### config.mk
export PLATFORM = sky130hd
export DESIGN_NAME = pulse_meter
export DESIGN_NICKNAME = d
export VERILOG_FILES = /design/src/rtl/pulse_meter.sv
export SDC_FILE = /design/constraint.sdc
export NUM_CORES = 1
export LEC_CHECK = 0
export ABC_AREA = 1
export CAP_MARGIN = 20
export CORE_MARGIN = 2
export CORE_UTILIZATION = 55
export DETAILED_ROUTE_END_ITERATION = 10
export GPL_TIMING_DRIVEN = 0
export MAX_ROUTING_LAYER = met4
export PLACE_DENSITY = 0.79
export SETUP_SLACK_MARGIN = 0.5
export SYNTH_ARGS = -nofsm -noshare
export SYNTH_HDL_FRONTEND = slang
export SYNTH_SLANG_ARGS = --single-unit
### constraint.sdc
create_clock -name clock -period 2.9 [get_ports clock]
set_clock_uncertainty 0.2 [all_clocks]
set_input_delay 0.58 -clock clock [delete_from_list [all_inputs] [get_ports clock]]
set_output_delay 0.58 -clock clock [all_outputs]
set_load 0.1 [all_outputs]
### src/rtl/pulse_meter.sv
// pulse_meter: measures high/low widths (in clocks) of each rise-to-rise period of `signal`.
// Define PULSE_METER_SYNC_EN to sample `signal` through a 2-flop synchronizer.
module pulse_meter #(
    parameter int WIDTH = 8
) (
    input  logic             clock,
    input  logic             clear,
    input  logic             signal,
    input  logic             ack,
    output logic [WIDTH-1:0] high_count,
    output logic [WIDTH-1:0] low_count,
    output logic             valid,
    output logic             sat,
    output logic             overrun
);

    localparam logic [WIDTH-1:0] MAX = '1;
    localparam logic [WIDTH-1:0] ONE = WIDTH'(1);

    typedef enum logic [1:0] {
        IDLE,
        HIGH,
        LOW
    } state_t;

    state_t           state;
    state_t           state_next;
    logic [WIDTH-1:0] hcnt;
    logic [WIDTH-1:0] hcnt_next;
    logic [WIDTH-1:0] lcnt;
    logic [WIDTH-1:0] lcnt_next;
    logic             s;
    logic             s_d;
    logic             rise;
    logic             fall;
    logic             publish;

    // Sample flops reset high so a line already high at release is not seen as a rise.
`ifdef PULSE_METER_SYNC_EN
    logic meta;

    always_ff @(posedge clock or negedge clear) begin
        if (!clear) begin
            meta <= 1'b1;
            s    <= 1'b1;
            s_d  <= 1'b1;
        end else begin
            meta <= signal;
            s    <= meta;
            s_d  <= s;
        end
    end
`else
    always_ff @(posedge clock or negedge clear) begin
        if (!clear) begin
            s   <= 1'b1;
            s_d <= 1'b1;
        end else begin
            s   <= signal;
            s_d <= s;
        end
    end
`endif

    assign rise = s & ~s_d;
    assign fall = ~s & s_d;

    function automatic logic [WIDTH-1:0] sat_inc(input logic [WIDTH-1:0] v);
        return (v == MAX) ? v : v + ONE;
    endfunction

    always_ff @(posedge clock or negedge clear) begin
        if (!clear) begin
            state <= IDLE;
            hcnt  <= '0;
            lcnt  <= '0;
        end else begin
            state <= state_next;
            hcnt  <= hcnt_next;
            lcnt  <= lcnt_next;
        end
    end

    always_comb begin
        state_next = state;
        hcnt_next  = hcnt;
        lcnt_next  = lcnt;
        publish    = 1'b0;
        case (state)
            IDLE: begin
                if (rise) begin
                    state_next = HIGH;
                    hcnt_next  = ONE;
                end
            end
            HIGH: begin
                if (fall) begin
                    state_next = LOW;
                    lcnt_next  = ONE;
                end else begin
                    hcnt_next = sat_inc(hcnt);
                end
            end
            LOW: begin
                if (rise) begin
                    publish    = 1'b1;
                    state_next = HIGH;
                    hcnt_next  = ONE;
                end else begin
                    lcnt_next = sat_inc(lcnt);
                end
            end
            default: state_next = IDLE;
        endcase
    end

    // A publish that lands on an unacknowledged result flags overrun; a same-edge ack absorbs it.
    always_ff @(posedge clock or negedge clear) begin
        if (!clear) begin
            high_count <= '0;
            low_count  <= '0;
            valid      <= 1'b0;
            sat        <= 1'b0;
            overrun    <= 1'b0;
        end else if (publish) begin
            high_count <= hcnt;
            low_count  <= lcnt;
            sat        <= (hcnt == MAX) | (lcnt == MAX);
            valid      <= 1'b1;
            overrun    <= valid & ~ack;
        end else if (valid && ack) begin
            valid   <= 1'b0;
            overrun <= 1'b0;
        end
    end

endmodule
# Yosys cells after proc, flatten, opt, wreduce, memory -nomap -nowiden

Index checks and enable logic that the tools add are counted.

Register bits: 39
Output and inout bits: 19
Input port bits: 4
Logic and storage cells: 54

Equal/unequal tests: 10
$add $sub $neg: 2
Bitwise operators: 7
Multiplexer cells: 16
Reduce and logical (&&, ||, !) cells: 9

Operator list:

| kind                                                | number |
|---|---|
| 2-to-1 mux 8 bit                                    | 6 |
| case mux 8 bit (2 select lines)                     | 2 |
| adder 8 x 1 -> 8 bit, second input constant         | 2 |
| equality test 8 bit, second input constant          | 2 |
| != test 2 bit, second input constant                | 5 |
| AND reduction 4 bit                                 | 2 |
| nonzero test 2 bit                                  | 3 |
| 2-to-1 mux 1 bit                                    | 5 |
| 2-to-1 mux 2 bit                                    | 2 |
| case mux 2 bit (2 select lines)                     | 1 |
| AND 1 bit                                           | 3 |
| NOT 1 bit                                           | 3 |
| equality test 2 x 1 -> 1 bit, second input constant | 1 |
| equality test 2 bit, second input constant          | 1 |
| logical NOT 2 bit                                   | 1 |
| != test 2 x 1 -> 1 bit, second input constant       | 1 |
| AND reduction 2 bit                                 | 1 |
| OR reduction 2 bit                                  | 1 |
| logical AND 1 bit                                   | 1 |
| bitwise OR 1 bit                                    | 1 |

# Depth between registers and ports, before layout

Gate-level depths: netlist of run 1.

Word-level depth: 5
Depth in mapped cells: 9
Mapped depth without buffers: 9

# Worst setup path before layout of run 1

No wires, ideal clock.

Kind: register to output
From: reg valid
To: out valid
Path buffers: 0
Arrival time: 0.912 ns
Slack: 1.208 ns
Stages on the path, launching flop included: 1
Cells stage by stage: dfrtp_1

RTL lines:

| item                     | line | text |
|---|---|---|
| start: declaration       | 12   | `output logic valid,` |
| start signal: assignment | 122  | `valid <= 1'b0;` |
| start signal: assignment | 129  | `valid <= 1'b1;` |
| start signal: assignment | 132  | `valid <= 1'b0;` |

No word-level cell between the ends.

# Worst setup path in the final report of run 1

From: reg high_count[1]
To: out high_count[1]

RTL lines:

| item                     | line | text |
|---|---|---|
| start: declaration       | 10   | `output logic [WIDTH-1:0] high_count,` |
| start signal: assignment | 126  | `high_count <= hcnt;` |

No word-level cell between the ends.

==> results_dict.tcl, run 1 <==
set metrics [dict create \
    core-area_um2 3337 \
    path_class "reg -> out" \
    worst-path-buf-inv 1 \
    clkTransAtPathRegs_ns 0.12 \
    final_core_util_pct 66.14 \
    pre_cts_ws_ns 0.6218 \
    maxCapViolCount 0 \
    final_nets 267 \
    cp_data_arrival_time_ns 1.59 \
    tightest_slew_ns 0.9585 \
    grt_max_degree 40 \
    cp-start-kind "register" \
    dieArea_um2 3988 \
    period_needed_ns 2.366 \
    antenna_found_initial 0 \
    r2r-end "lcnt[6]" \
    syn_nets 238 \
    cts_root_buf "clkbuf_4" \
    fin_crit_sh_pct 81.58 \
    ys_ff_latch 39 \
    post_layout_nonfiller_instances 308 \
    cts.sinks 39 \
    fillCellCount 289 \
    finalInstanceArea_um2 2207 \
    dp_cells 300 \
    hold_viol 0 \
    cts_max_path_buffers 2 \
    critPathCaptureType "output port" \
    yosys_warnings 0 \
    p_per_area_nw_per_um2 747.4 \
    cp-startpoint "high_count[1]" \
    async_flop_share_pct 100.0 \
    drc 0 \
    sw_frac_of_total_pct 47.36 \
    wl_per_cell_um 12.09 \
    cp_data_required_time_ns 2.12 \
    grt_pass1_vias 1461 \
    wl_mm 3.724 \
    outcome "complete, no violations" \
    critPathSlowestCell "dlygate4sd2_1" \
    die_x_um 63.15 \
    dpl-instance-area_um2 2197 \
    p_leak_nw 1.092 \
    p_switching_uw 781.3 \
    fp-row-count 21 \
    power_frac_comb_pct 41.6 \
    synth_top_flop_cell "dfrtp_1" \
    fmax_ghz 0.4227 \
    cts_tree "yes" \
    worstPathCellList "dlygate4sd2_1" \
    tns_ns 0 \
    seq_area_frac_synth_pct 50.85 \
    avgSynthCellArea_um2 8.295 \
    reg2reg_slack_ns 1.18 \
    fp.dieH_um 63.15 \
    hpwl_mm 2.739 \
    reg2reg_depth 8 \
    ys_types 27 \
    ios 23 \
    yosysTopAreaCellShare_pct 48.11 \
    syn2layout_area_growth_pct 14.69 \
    drtIter0Drc 129 \
    synth_area_um2 1924 \
    ir_worst_vdd_uv 365.8 \
    crit_path_max_incr_delay_ns 0.86 \
    slew_viol_final 0 \
    rsz0062_at_grt "false" \
    dr.pass1.iters 4 \
    yosysTopAreaCell "dfrtp_1" \
    clkPwrFrac_pct 16.8 \
    gp_congestion 0.8957 \
    initial_core_util_pct 57.67 \
    crit_family "buffers and inverters" \
    power.internal_uw 868.4 \
    path_depth 1 \
    synth_edf_count 0 \
    worstReg2RegStart "lcnt[0]" \
    pwr-share-seq_pct 41.6 \
    numCtsBuffers 5 \
    hp-class "in -> async" \
    n_antenna_cell 0 \
    clk_latency_ns 0.36 \
    via_per_inst 5.055 \
    vias 1557 \
    synth_area_leaders "dfrtp_1 (48%), nand2_1 (15%), inv_1 (4.3%)" \
    slew_headroom_pct 36.35 \
    crit_fanout 2 \
    drive_gt1_share_pct 19.08 \
    setup_viol 0 \
    ant_nets 0 \
    worst_slack_ns 0.5343 \
    io_buffers 22 \
    grt_usage_pct 22.61 \
    gr-total-overflow 0 \
    htree_levels 2 \
    netlist_instances 232 \
    grt_pass1_wl_mm 6.658 \
]
## worst max path at each step
stage / to / slack (ns)
detailed placement: high_count[7] / 0.62
global route: high_count[1] / 0.50
floorplan: valid / 1.21
finish: high_count[1] / 0.53
global placement: lcnt[6] / 0.14
CTS: high_count[7] / 0.50
## cell usage in the layout (no fill, tap or decap), types with 3 or more instances in the layout
cell type / count
nand3_1: 10
nor2_1: 18
nand2_1: 79
inv_2: 3
nand2_4: 3
o21ai_1: 7
clkbuf_4: 5
inv_1: 22
clkdlybuf4s15_1: 9
o21ai_0: 14
nand2_2: 8
a21oi_1: 3
buf_2: 4
clkbuf_2: 8
clkinv_2: 3
o21ai_2: 5
dfrtp_1: 37
## flip-flops by register name, indices dropped and copies added (netlist names)
register,flops
valid,1
high_count,8
sat,1
hcnt,8
s_d,1
state,2
lcnt,8
overrun,1
low_count,8
s,1
## power by group through the flow
stage	sequential [mW]	combinational [mW]	clock, mW
2_1_floorplan	0.958	0.289	0
3_3_place_gp	0.693	0.709	0
3_5_place_dp	0.697	0.716	0
4_1_cts	0.684	0.692	0.282
5_1_grt	0.700	0.742	0.317
6_report	0.686	0.687	0.277
## metal layers
layer / vias to the layer above / track usage, % / share of wire, %
met2: 41 / 34.44 / 48
met1: 717 / 28.15 / 45
li1: 794 / - / -
met3: 5 / 5.357 / 6.0
met4: 0 / 11.67 / 1.5
met5: - / - / 0
## cell families (layout without fill, tap and decap cells)
group           Yosys count  after routing  synth area share, %
compound gates           32             32                9.623
xor+xnor                  1              1               0.4552
buf+inv                  30             60                7.022
fa+ha+maj                 2              2                1.300
flops                    39             39                50.85
simple gates            128            128                30.75
## through the flow
stage / hold slack (ns) / power [mW]
after floorplan: 0.08441 / 1.246
after global placement: 0.1561 / 1.402
after detailed placement: 0.1579 / 1.413
after CTS: 0.1408 / 1.657
after global routing: 0.1762 / 1.759
final: 0.1074 / 1.650
## Yosys cell counts (2+ instances only)
master and number:
o21ai_0 14, nand3_2 2, nand3_1 10, nor3_1 2
nand2_2 8, ha_1 2, nor2_4 2, buf_2 3
dfstp_2 2, o21ai_2 5, nand3b_1 2, nand2_4 3
nor2_1 18, nand2_1 79, dfrtp_1 37, o21ai_1 7
inv_1 22, inv_2 3, a21oi_1 3
## cell type report
cell class                      count  area, um2  share of cell area, %
Buffer                              5      41.29                  1.871
Clock buffer                        5      37.54                  1.701
Clock inverter                      3      15.01                 0.6803
Inverter                           25      93.84                  4.252
Multi-Input combinational cell    163      810.8                  36.73
Sequential cell                    39      978.4                  44.33
Tap cell                           46      57.56                  2.608
Timing Repair Buffer               22      172.7                  7.823
## what timing repair did
item | 4_1_cts | 5_1_grt
gates resized for setup | 19 | 25
endpoints found under the setup margin | 19 | 17
setup buffers | 0 | 0
hold buffers | 0 | 0
Note: power is estimated with default switching activity, not from simulation.
==> run 2, diff against run 1 <==
--- a/config.mk
+++ b/config.mk
@@ -8,11 +8,11 @@
 export ABC_AREA = 1
 export CAP_MARGIN = 20
 export CORE_MARGIN = 2
-export CORE_UTILIZATION = 55
+export CORE_UTILIZATION = 49
 export DETAILED_ROUTE_END_ITERATION = 10
 export GPL_TIMING_DRIVEN = 0
 export MAX_ROUTING_LAYER = met4
-export PLACE_DENSITY = 0.79
+export PLACE_DENSITY = 0.74
 export SETUP_SLACK_MARGIN = 0.5
 export SYNTH_ARGS = -nofsm -noshare
 export SYNTH_HDL_FRONTEND = slang
==> constraint.sdc (replaced) <==
create_clock -name clock -period 1.91 [get_ports clock]
set_clock_uncertainty 0.2 [all_clocks]
set_input_delay 0.382 -clock clock [delete_from_list [all_inputs] [get_ports clock]]
set_output_delay 0.382 -clock clock [all_outputs]
set_load 0.1 [all_outputs]
==> results_dict.tcl, run 2 (synthesized netlist as in run 1, its figures left out) <==
set metrics [dict create \
    grt_pass1_wl_mm 7.293 \
    syn2layout_area_growth_pct 43.69 \
    gr-total-overflow 0 \
    die_x_um 66.67 \
    fp.dieH_um 66.67 \
    wl_per_cell_um 14.07 \
    mostFrequentLayoutCells "nand2_1 (71), inv_1 (19), dfrtp_2 (19)" \
    p_leak_nw 1.272 \
    dieArea_um2 4444 \
    layout_commonest_cell "nand2_1" \
    cp_data_arrival_time_ns 1.54 \
    initial_core_util_pct 51.78 \
    fmax_ghz 0.6431 \
    slew_viol_final 0 \
    p_per_area_nw_per_um2 1173 \
    grt_max_degree 40 \
    hp-class "in -> async" \
    gp_congestion 0.8361 \
    core-area_um2 3716 \
    numCtsBuffers 5 \
    violations "negative hold slack" \
    maxCapViolCount 0 \
    clkTransAtPathRegs_ns 0.08 \
    htree_levels 2 \
    cts_root_buf "clkbuf_8" \
    cp-start-kind "register" \
    outcome "finished with violations" \
    cts_max_path_buffers 2 \
    cts.sinks 39 \
    wl_mm 4.574 \
    dpl-instance-area_um2 2236 \
    io_buffers 22 \
    drc 0 \
    via_per_inst 5.108 \
    cts_tree "yes" \
    hold_viol 34 \
    rsz0062_at_grt "true" \
    post_layout_nonfiller_instances 325 \
    fp-row-count 22 \
    critPathCaptureType "register" \
    dr.pass1.iters 4 \
    crit_fanout 8 \
    ant_nets 0 \
    path_class "reg -> reg" \
    n_antenna_cell 0 \
    antenna_found_initial 0 \
    finalInstanceArea_um2 2765 \
    final_nets 282 \
    hpwl_mm 2.710 \
    drtIter0Drc 112 \
    drive_gt1_share_pct 39.71 \
    period_needed_ns 1.555 \
    slew_headroom_pct 43.79 \
    holdWs_ns -0.01370 \
    tightest_slew_ns 0.8431 \
    vias 1660 \
    dp_cells 302 \
    grt_usage_pct 22.52 \
    clk_latency_ns 0.29 \
    holdBufCountCts 0 \
    cp_data_required_time_ns 1.90 \
    ir_worst_vdd_uv 1065 \
    grt_pass1_vias 1647 \
    fillCellCount 266 \
    ios 23 \
    fin_crit_sh_pct 81.42 \
    setup_viol 0 \
]
run 2: cell types whose count changed in the layout (fill, tap and decap cells not counted), moves of 5 or more:
| cell | before | now |
|---|---|---|
| buf_6 | 1 | 6 |
| clkdlybuf4s15_1 | 9 | 0 |
| buf_12 | 0 | 16 |
| o21ai_1 | 7 | 13 |
| dfrtp_2 | 0 | 19 |
| o21ai_0 | 14 | 8 |
| nand2_1 | 79 | 71 |
| buf_4 | 0 | 12 |
| dfrtp_1 | 37 | 18 |
| clkbuf_4 | 5 | 0 |
| clkbuf_8 | 0 | 5 |
| nand2_4 | 3 | 8 |
| clkbuf_2 | 8 | 0 |
run 2: critical path: stages (launching register included):
cell,delay [ns]
dfrtp_1,0.40
ha_2,0.20
nand2_2,0.08
nor2_1,0.04
nand2_1,0.09
nand2_2,0.09
nand2_4,0.13
nand2_8,0.08
nand2_1,0.07
nand2_1,0.05
run 2: metal layers:
layer / global-route usage [%] / part of all wire (%) / wire, um / vias up
met3: 4.730 / 3.9 / 180 / 12
met2: 35.75 / 50 / 2295 / 47
met4: 9.184 / 2.3 / 104 / 0
met5: - / 0 / 0 / -
met1: 28.17 / 44 / 1994 / 777
li1: - / - / - / 824
run 2: report_power, final:
part	switching [mW]	internal [mW]
registers	0.126	0.958
clock network	0.300	0.389
logic	0.933	0.538
total	1.36	1.89
run 2: metrics by stage:
stage / setup slack, ns / hold WS, ns / TNS, ns / power [mW] / util [%]
floorplan: 0.4596 / -0.1136 / 0 / 1.916 / -
global placement: -0.8345 / 0.1610 / -31.44 / 2.153 / 60.30
detailed placement: -0.1547 / 0.1672 / -2.539 / 2.163 / 60.17
CTS: 0.4050 / 0.01785 / 0 / 3.016 / 68.65
global route: 0.2768 / 0.06671 / 0 / 3.400 / 74.41
finish: 0.3549 / -0.01370 / 0 / 3.244 / 74.41
run 2: worst paths after layout:
check,slack (ns),endpoint,cells after the start,start
worst min register to register,0.30,s_d,1,s
worst max register to register,0.35,lcnt[3],9,lcnt[0]
min in group clock,0.29,s,1,signal
worst min-delay path,-0.01,hcnt[4],1,clear
worst max-delay path,0.35,lcnt[3],9,lcnt[0]
max in group asynchronous,0.94,valid,1,clear
run 2: cell type report:
cell class | instances | area, um2 | area share [%]
Buffer | 5 | 67.56 | 2.443
Tap cell | 48 | 60.06 | 2.172
Clock inverter | 3 | 43.79 | 1.584
Timing Repair Buffer | 37 | 520.5 | 18.82
Inverter | 25 | 93.84 | 3.394
Multi-Input combinational cell | 163 | 908.4 | 32.85
Sequential cell | 39 | 1002 | 36.24
Clock buffer | 5 | 68.82 | 2.489
run 2: repair_timing:
action | CTS | global route
buffers inserted | 12 | 2
pin swaps | 5 | 8
gates resized for setup | 162 | 38
cloned | 0 | 1
setup endpoints to repair | 53 | 53
